`config.mk`:
```
export PLATFORM = sky130hd
export DESIGN_NAME = sbqm_gate_decoder
export DESIGN_NICKNAME = d
export VERILOG_FILES = /design/src/rtl/sbqm_pkg.sv /design/src/rtl/sbqm_beam_filter.sv /design/src/rtl/sbqm_gate_decoder.sv
export SDC_FILE = /design/constraint.sdc
export NUM_CORES = 1
export LEC_CHECK = 0
export BUFFER_PORTS_ARGS = -buffer_cell sky130_fd_sc_hd__buf_4
export CORE_ASPECT_RATIO = 0.8
export CORE_UTILIZATION = 45
export CTS_CLUSTER_SIZE = 20
export DETAILED_ROUTE_END_ITERATION = 10
export PLACE_DENSITY = 0.63
export RECOVER_POWER = 50
export SLEW_MARGIN = 10
export SYNTH_ARGS = -nofsm -noshare
export SYNTH_HDL_FRONTEND = slang
export SYNTH_SLANG_ARGS = --single-unit
```
`constraint.sdc`:
```
create_clock -name clk -period 2.3 [get_ports clk]
set_clock_uncertainty 0.15 [all_clocks]
set_input_delay 0.115 -clock clk [delete_from_list [all_inputs] [get_ports clk]]
set_output_delay 0.115 -clock clk [all_outputs]
set_load 0.05 [all_outputs]
```
`src/rtl/sbqm_pkg.sv`:
```
// Shared types and default timing constants for the bank queue manager doorway logic.
package sbqm_pkg;

    typedef enum logic [2:0] {
        IDLE,
        EN_O,
        EN_OI,
        EN_I,
        EX_I,
        EX_IO,
        EX_O,
        WAIT_CLR
    } gate_state_t;

    localparam int DEB_CYC_DEF     = 4;
    localparam int TIMEOUT_CYC_DEF = 1000;

endpackage

```
`src/rtl/sbqm_beam_filter.sv`:
```
// One light beam: 2-flop synchroniser, then a debounce that moves the filtered level only
// after DEB_CYC consecutive cycles of disagreement.
module sbqm_beam_filter
    import sbqm_pkg::*;
#(
    parameter int DEB_CYC = DEB_CYC_DEF
) (
    input  logic clk,
    input  logic rst,
    input  logic i_raw,
    output logic o_filt
);

    localparam int              CW       = $clog2(DEB_CYC + 1);
    localparam logic [CW-1:0]   CNT_LAST = CW'(DEB_CYC - 1);

    logic          r_sync1;
    logic          r_sync2;
    logic          r_filt;
    logic [CW-1:0] r_cnt;

    always_ff @(posedge clk or posedge rst) begin
        if (rst) begin
            r_sync1 <= 1'b0;
            r_sync2 <= 1'b0;
            r_filt  <= 1'b0;
            r_cnt   <= '0;
        end else begin
            r_sync1 <= i_raw;
            r_sync2 <= r_sync1;
            if (r_sync2 == r_filt) begin
                r_cnt <= '0;
            end else if (r_cnt >= CNT_LAST) begin
                r_filt <= r_sync2;
                r_cnt  <= '0;
            end else begin
                r_cnt <= r_cnt + 1'b1;
            end
        end
    end

    assign o_filt = r_filt;

endmodule

```
`src/rtl/sbqm_gate_decoder.sv`:
```
// Doorway decoder: orders the two filtered beams into entry/exit passages and emits one
// registered pulse per completed passage; aborts stuck or ambiguous passages with a fault pulse.
module sbqm_gate_decoder
    import sbqm_pkg::*;
#(
    parameter int DEB_CYC     = DEB_CYC_DEF,
    parameter int TIMEOUT_CYC = TIMEOUT_CYC_DEF
) (
    input  logic clk,
    input  logic rst,
    input  logic beam_out_raw,
    input  logic beam_in_raw,
    output logic sensor_a,
    output logic sensor_b,
    output logic busy,
    output logic fault
);

    localparam int            TW      = $clog2(TIMEOUT_CYC + 1);
    localparam logic [TW-1:0] TO_LAST = TW'(TIMEOUT_CYC - 1);

    gate_state_t   r_state;
    gate_state_t   w_next;
    logic [TW-1:0] r_to_cnt;
    logic          r_sensor_a, r_sensor_b, r_busy, r_fault;
    logic          w_o, w_i, w_active;
    logic          w_a, w_b, w_fault;

    sbqm_beam_filter #(.DEB_CYC(DEB_CYC)) u_filt_out (
        .clk    (clk),
        .rst    (rst),
        .i_raw  (beam_out_raw),
        .o_filt (w_o)
    );

    sbqm_beam_filter #(.DEB_CYC(DEB_CYC)) u_filt_in (
        .clk    (clk),
        .rst    (rst),
        .i_raw  (beam_in_raw),
        .o_filt (w_i)
    );

    assign w_active = (r_state != IDLE) && (r_state != WAIT_CLR);

    always_comb begin
        w_next  = r_state;
        w_a     = 1'b0;
        w_b     = 1'b0;
        w_fault = 1'b0;
        case (r_state)
            IDLE: begin
                if (w_o && !w_i)      w_next = EN_O;
                else if (!w_o && w_i) w_next = EX_I;
                else if (w_o && w_i) begin
                    w_next  = WAIT_CLR;
                    w_fault = 1'b1;
                end
            end
            EN_O: begin
                if (w_o && w_i)        w_next = EN_OI;
                else if (!w_o && !w_i) w_next = IDLE;
            end
            EN_OI: begin
                if (!w_o && w_i)      w_next = EN_I;
                else if (w_o && !w_i) w_next = EN_O;
                else if (!w_o && !w_i) begin
                    w_next  = WAIT_CLR;
                    w_fault = 1'b1;
                end
            end
            EN_I: begin
                if (!w_o && !w_i) begin
                    w_next = IDLE;
                    w_a    = 1'b1;
                end else if (w_o && w_i) w_next = EN_OI;
            end
            EX_I: begin
                if (w_o && w_i)        w_next = EX_IO;
                else if (!w_o && !w_i) w_next = IDLE;
            end
            EX_IO: begin
                if (w_o && !w_i)      w_next = EX_O;
                else if (!w_o && w_i) w_next = EX_I;
                else if (!w_o && !w_i) begin
                    w_next  = WAIT_CLR;
                    w_fault = 1'b1;
                end
            end
            EX_O: begin
                if (!w_o && !w_i) begin
                    w_next = IDLE;
                    w_b    = 1'b1;
                end else if (w_o && w_i) w_next = EX_IO;
            end
            WAIT_CLR: begin
                if (!w_o && !w_i) w_next = IDLE;
            end
            default: w_next = IDLE;
        endcase
        // A stuck passage is abandoned even if it would otherwise complete this cycle.
        if (w_active && (r_to_cnt == TO_LAST)) begin
            w_next  = WAIT_CLR;
            w_a     = 1'b0;
            w_b     = 1'b0;
            w_fault = 1'b1;
        end
    end

    always_ff @(posedge clk or posedge rst) begin
        if (rst) begin
            r_state    <= IDLE;
            r_to_cnt   <= '0;
            r_sensor_a <= 1'b0;
            r_sensor_b <= 1'b0;
            r_busy     <= 1'b0;
            r_fault    <= 1'b0;
        end else begin
            r_state    <= w_next;
            r_sensor_a <= w_a;
            r_sensor_b <= w_b;
            r_fault    <= w_fault;
            r_busy     <= (w_next != IDLE);
            if (w_next != r_state)
                r_to_cnt <= '0;
            else if (w_active && (r_to_cnt != TO_LAST))
                r_to_cnt <= r_to_cnt + 1'b1;
        end
    end

    assign sensor_a = r_sensor_a;
    assign sensor_b = r_sensor_b;
    assign busy     = r_busy;
    assign fault    = r_fault;

endmodule
```
==> out/results.tsv, run 1 <==
metric	value	unit
filler instances	291	
beginning of the worst hold path	u_filt_out.r_sync1	
GR Util All Layers	18.8	%
antenna violations before repair	0	
via count of the first global-routing pass	1161	
synthesized area	0.00160	sq mm
startpoint-to-endpoint class of the critical path	reg -> reg	
Hold/Removal Path Class	reg -> reg	
clock root buffer master	clkbuf_8	
data arrival time of the worst path	2.23	ns
post-synthesis cell count	154	
routed via count	1216	
routed wire length on met3	174	microns
final cell count without fillers	211	
met1 routed wirelength after detailed routing	1.47	mm
met2 wirelength from detailed routing	1.47	mm
Buffers on Ports	7	
setup TNS	0	ns
share of final-layout standard cells stronger than drive strength 1	19.3	%
residual antenna-violating net count after detailed routing	0	
Mapped Nets	163	
sequential share of the synthesized area	45.3	%
post-route design area	0.00188	sq mm
worst hold slack	0.197	ns
number of placed cells counting well taps	199	
status	completed	
number of synthesized flops with an enable pin	0	
type of element launching the critical path	register	
clock insertion delay at the later pin of the skew report	0.28	ns
highest attainable clock frequency	0.454	GHz
CTS H-tree depth	2	
most common cell in the netlist	dfrtp_1	
starting DRC count in detailed routing	100	
CP max-delay cell	dfrtp_1	
most common library cells after synthesis	dfrtp_1 (29), nor3_1 (15), nand2_1 (11)	
CP cell instances	ha_1 -> and4bb_1 -> and3_2 -> a211oi_4 -> o32ai_4 -> buf_12 -> a2111oi_4	
proportion of register bits with asynchronous set or reset after synthesis	100	%
largest net degree at the start of global routing	30	
placed wire-length estimate after detailed placement	2.20	mm
Yosys Warn Count	0	
largest fanout of any net on the critical path	10	
prevailing post-synth register cell	dfrtp_1	
cell types occupying the most area after synthesis	dfrtp_1 (45%), xnor2_1 (4.9%), nor3_1 (4.7%)	
wirelength, routed	3.16	mm
post-DR wirelength/cell	15.0	microns
cell type contributing the most total cell area after synthesis	dfrtp_1	
initial standard-cell utilization of the core	49.4	%
I/O pin total	8	
Relative slew margins	53.3	%
gp weighted congestion	0.817	
area of placed instances	0.00170	sq mm
Tcrit/Tclk final	95.7	%
final-stage net count	180	
Worst setup EP type	register	
Hold Vio Cnt, Final	0	
number of optimization iterations in the first detailed-route pass	4	
slew at the pin with the worst max-slew slack	0.700	ns
peak supply drop	0.597	mV
worst-case reg-to-reg path depth	7	
ant diodes	0	
Max Buffers Root-to-Sink	2	
first-pass GRT wire length	5.25	mm
Critical R2R Capture	r_to_cnt[2]	
pwr dens	1380	mW/mm^2
top-area cell type share of the netlist area	45.3	%
area enclosed by the die boundary	0.00380	sq mm
Final Setup Violations	0	
number of DRC violations after detailed routing	0	
synthesis-stage register bit count	29	
max-cap violation count	0	
critical path's largest stage delay	0.40	ns
reported leakage power	0.795	nW
floorplan die height	55.4	microns
layout overhead on the synthesized area	17.1	%
total gr overflow	0	
WHS Endpoint	u_filt_out.r_sync2	
number of rows created at floorplan	18	
RSZ-0062 raised after global routing	false	
number of clock sinks	29	
vias per cell	5.76	
CTS tree	yes	
Mapped Avg Cell Area	10.4	sq um
number of clock buffers inserted by TritonCTS	5	
FF-to-FF Start	r_to_cnt[0]	
reg-to-reg slack, setup	0.1	ns
Critical Path RT	2.33	ns
clock-pin slew reported for the worst setup and hold paths after clock tree synthesis	0.06	ns
top routing layer used	met4	
post-synthesis cell type count	51	
total core area	0.00324	sq mm
Die W	68.7	microns
hold path depth	0	
shortest period the worst path allows	2.20	ns
number of slew-limit violations in the final report	0	
-- worst max-delay path: cells and delay by family, from the launching register on --
| family | cells | cell delay [ns] |
|---|---|---|
| flops | 1 | 0.40 |
| compound gates | 3 | 0.64 |
| fa+ha+maj | 1 | 0.25 |
| buf+inv | 1 | 0.15 |
| simple gates | 2 | 0.50 |
-- state kept, by name, summed over array words and instances (netlist names) --
name,flops
r_to_cnt,10
r_state,3
u_filt_in.r_cnt,3
u_filt_out.r_cnt,3
busy,1
fault,1
sensor_a,1
sensor_b,1
u_filt_in.o_filt,1
u_filt_in.r_sync1,1
u_filt_in.r_sync2,1
u_filt_out.o_filt,1
u_filt_out.r_sync1,1
u_filt_out.r_sync2,1
-- worst max-delay path by stage --
stage                startpoint     endpoint  cells past startpoint
floorplan           r_to_cnt[0]  r_to_cnt[2]                      7
detailed placement  r_to_cnt[0]  r_to_cnt[8]                      6
global placement     r_state[1]  r_to_cnt[2]                      5
CTS                  r_state[2]  r_to_cnt[8]                      5
global route        r_to_cnt[0]  r_to_cnt[2]                      7
finish              r_to_cnt[0]  r_to_cnt[2]                      7
-- cells by family (layout without fill, tap and decap cells) --
kind of cell | count (synthesis) | after routing | share of synthesized area [%]
fa+ha+maj | 5 | 5 | 3.91
xor+xnor | 11 | 11 | 6.02
compound gates | 25 | 25 | 14.1
simple gates | 67 | 67 | 23.8
mux | 4 | 4 | 2.89
flops | 29 | 29 | 45.3
buf+inv | 13 | 30 | 3.98
-- final cells by class --
type	instances	area [sq um]	area share, %
Tap cell	40	50.0	2.67
Timing Repair Buffer	16	150	8.01
Clock buffer	7	86.3	4.60
Sequential cell	29	728	38.8
Multi-Input combinational cell	112	835	44.5
Inverter	7	26.3	1.40
-- metal layers --
| metal | global-route usage, % | up-vias |
|---|---|---|
| li1 | - | 591 |
| met1 | 25.4 | 585 |
| met2 | 27.2 | 36 |
| met3 | 5.58 | 4 |
| met4 | 8.75 | 0 |
| met5 | 0 | - |
-- power by group --
| part | switching [W] | internal, W |
|---|---|---|
| Clock | 0.000183 | 0.000237 |
| Sequential | 0.000178 | 0.000632 |
| Combinational | 0.000713 | 0.000643 |
-- stage by stage --
stage | worst slack (ns) | utilization, % | power (W)
final | 0.0985 | 57.8 | 0.00259
after global routing | 0.00312 | 57.8 | 0.00276
after CTS | 0.0335 | 55.9 | 0.00237
after detailed placement | 0.00336 | 52.3 | 0.00194
after global placement | 0.0527 | 52.3 | 0.00190
after floorplan | 0.221 | - | 0.00171
-- placed cells by master, fill, tap and decap left out, types with 3 or more instances in the layout --
master         count
xnor2_1            9
nor2_1            10
nand2b_1           3
clkbuf_4           3
a211oi_1           3
dfrtp_1           27
ha_1               5
inv_1              7
dlygate4sd3_1      3
nand3_1            5
nor3_1            15
clkbuf_8           6
buf_4              7
o21ai_0            4
nand2_1           11
-- what timing repair did --
item,in CTS,in global routing
cloned,0,0
gates resized for setup,1,5
setup endpoints to repair,2,10
buffers inserted,0,2
hold endpoints to repair,31,0
pin swaps,1,2
hold buffers,3,0
No activity file was read; power rests on OpenSTA's default activity.
==> inputs of run 2 (changes only) <==
Settings changed: BUFFER_PORTS_ARGS -buffer_cell sky130_fd_sc_hd__buf_4 to -buffer_cell sky130_fd_sc_hd__buf_2.
==> run 2 against run 1 <==
Global-route usage down 0.77 points. Routed wire length is 8.8% lower. First-iteration DRC count is 11% lower. Largest cell class unchanged. Largest power group unchanged.
==> out/results.tsv, run 2 (synthesis gave the netlist of run 1 again) <==
metric	value	unit	change
CP max-delay cell	dfrtp_1		
Tcrit/Tclk final	93.6	%	-2.1 points
number of clock buffers inserted by TritonCTS	5		unchanged
antenna violations before repair	0		unchanged
CTS H-tree depth	2		unchanged
layout overhead on the synthesized area	13.3	%	
total area of sequential cells	727	sq um	-0.17%
largest net degree at the start of global routing	30		unchanged
peak supply drop	0.721	mV	+21%
setup repair bufs after CTS	0		unchanged
setup TNS	0	ns	unchanged
routed via count	1169		-3.9%
data arrival time of the worst path	2.14	ns	-0.09 ns
clock group share of total power	17.2	%	+1.0 points
switching power as a share of total power	42.5	%	+0.92 points
clock insertion delay at the later pin of the skew report	0.28	ns	about the same
end-of-flow core utilization	55.9	%	-1.9 points
gp weighted congestion	0.846		+3.5%
Relative slew margins	54.1	%	+0.82 points
top routing layer used	met4		
starting DRC count in detailed routing	89		-11%
Final Setup Violations	0		unchanged
GR Util All Layers	18.0	%	-0.77 points
final-stage net count	179		-0.56%
max-cap violation count	0		unchanged
reported leakage power	0.776	nW	-2.4%
number of rows created at floorplan	18		unchanged
highest attainable clock frequency	0.464	GHz	+2.2%
placed wire-length estimate after detailed placement	2.05	mm	-6.9%
CTS tree	yes		
Max Buffers Root-to-Sink	2		unchanged
Hold/Removal Path Class	reg -> reg		
share of total power in combinational logic	49.8	%	-2.6 points
clock-pin slew reported for the worst setup and hold paths after clock tree synthesis	0.06	ns	about the same
clock root buffer master	clkbuf_8		
number of clock sinks	29		unchanged
filler instances	303		+4.1%
share of final-layout standard cells stronger than drive strength 1	18.2	%	-1.1 points
Die W	68.7	microns	unchanged
area enclosed by the die boundary	0.00380	sq mm	unchanged
Worst setup EP type	register		
area occupied by multi-input gates	825	sq um	-1.2%
first-pass GRT wire length	5.02	mm	-4.3%
shortest period the worst path allows	2.15	ns	-0.0480 ns
total core area	0.00324	sq mm	unchanged
switching pwr	0.00101	W	-5.7%
critical path's largest stage delay	0.54	ns	+0.14 ns
I/O pin total	8		unchanged
Internal Pwr Total	0.00137	W	-9.2%
routed wire length on met3	111	microns	-36%
Hold Vio Cnt, Final	0		unchanged
flip-flop count of the largest register after layout	10		unchanged
sequential share of power	32.9	%	+1.6 points
floorplan die height	55.4	microns	unchanged
startpoint-to-endpoint class of the critical path	reg -> reg		
most frequent standard cell in the layout excluding fill and tap cells	dfrtp_1		
RSZ-0062 raised after global routing	false		
post-DR wirelength/cell	13.7	microns	-8.4%
slew at the pin with the worst max-slew slack	0.688	ns	-0.0123 ns
met1 routed wirelength after detailed routing	1.48	mm	+0.54%
number of optimization iterations in the first detailed-route pass	4		unchanged
total gr overflow	0		unchanged
number of slew-limit violations in the final report	0		unchanged
number of DRC violations after detailed routing	0		unchanged
wirelength, routed	2.89	mm	-8.8%
CP cell instances	or3b_1 -> a21oi_1 -> a211oi_1 -> o32ai_4 -> nor3_1		
ant diodes	0		unchanged
number of placed cells counting well taps	200		+0.50%
Buffers on Ports	7		unchanged
type of element launching the critical path	register		
residual antenna-violating net count after detailed routing	0		unchanged
met2 wirelength from detailed routing	1.25	mm	-15%
final cell count without fillers	210		-0.47%
largest fanout of any net on the critical path	11		+1
most used cells in the layout excluding fill and tap cells	dfrtp_1 (28), nor3_1 (15), nor2_1 (10), nand2_1 (10), xnor2_1 (9)		
pwr dens	1310	mW/mm^2	-4.7%
status	completed		
via count of the first global-routing pass	1093		-5.9%
initial standard-cell utilization of the core	49.4	%	unchanged
Critical Path RT	2.29	ns	-0.04 ns
vias per cell	5.57		-3.4%
largest register by flop count	r_to_cnt		
[run 2: cell count changes in the layout (fill, tap and decap cells not counted)]
cell and change:
buf_4 -3, clkbuf_4 -3, dfrtp_2 -1, dfrtp_1 +1, nand2_1 -1, a211oi_4 -1, a211oi_1 +1, buf_2 +7
buf_12 -2, nand2_2 +1
[run 2: metal layers]
metal	vias to the layer above	GRT usage, %
met5	-	0
met4	0	7.00
met3	5	5.58
met2	26	24.4
met1	551	26.5
li1	587	-
[run 2: worst paths after layout]
path	from	end	slack (ns)	cells after the start
worst min-delay path	u_filt_in.r_sync1	u_filt_in.r_sync2	0.20	0
worst min register to register	u_filt_in.r_sync1	u_filt_in.r_sync2	0.20	0
worst max-delay path	r_state[2]	r_to_cnt[8]	0.15	5
min in group asynchronous	rst	u_filt_in.r_sync1	0.42	4
max in group asynchronous	rst	r_state[1]	1.10	4
worst max register to register	r_state[2]	r_to_cnt[8]	0.15	5
[run 2: timing repair]
item                                    CTS  global route
pin swaps                                 0             1
hold buffers                              3             0
cloned                                    0             0
resized for setup                         1             3
endpoints found under the hold margin    31             0
endpoints found under the setup margin    7            10
[run 2: layout make-up]
| type | instances | share of cell area (%) |
|---|---|---|
| multi-input cells | 112 | 45.4 |
| well taps | 40 | 2.76 |
| repair buffers | 15 | 5.52 |
| clock buffers | 7 | 4.76 |
| flip-flops and latches | 29 | 40.1 |
| inverters | 7 | 1.45 |
[run 2: critical path, delay by kind of cell, from the launching register on]
kind | cells | cell delay (ns)
AO/OA/AOI/OAI | 3 | 0.81
flip-flops | 1 | 0.54
AND/OR/NAND/NOR | 2 | 0.51
[run 2: power groups by stage]
stage | clock [W] | sequential [W] | combinational (W)
after floorplan | 0 | 0.000785 | 0.000921
after global placement | 0 | 0.000774 | 0.00112
after CTS | 0.000422 | 0.000777 | 0.00119
after global routing | 0.000450 | 0.000810 | 0.00132
after detailed placement | 0 | 0.000784 | 0.00116
final | 0.000411 | 0.000785 | 0.00119
[run 2: per-stage QoR]
stage | hold WS (ns) | worst slack, ns | cell area, sq um | total power [W]
after detailed placement | 0.0540 | -0.00766 | 1690 | 0.00194
after global placement | 0.0428 | 0.0703 | 1690 | 0.00190
after global routing | 0.215 | 0.00340 | 1810 | 0.00258
final | 0.200 | 0.147 | 1810 | 0.00238
after floorplan | -0.00357 | 0.221 | 1600 | 0.00171
after CTS | 0.200 | 0.0324 | 1810 | 0.00239
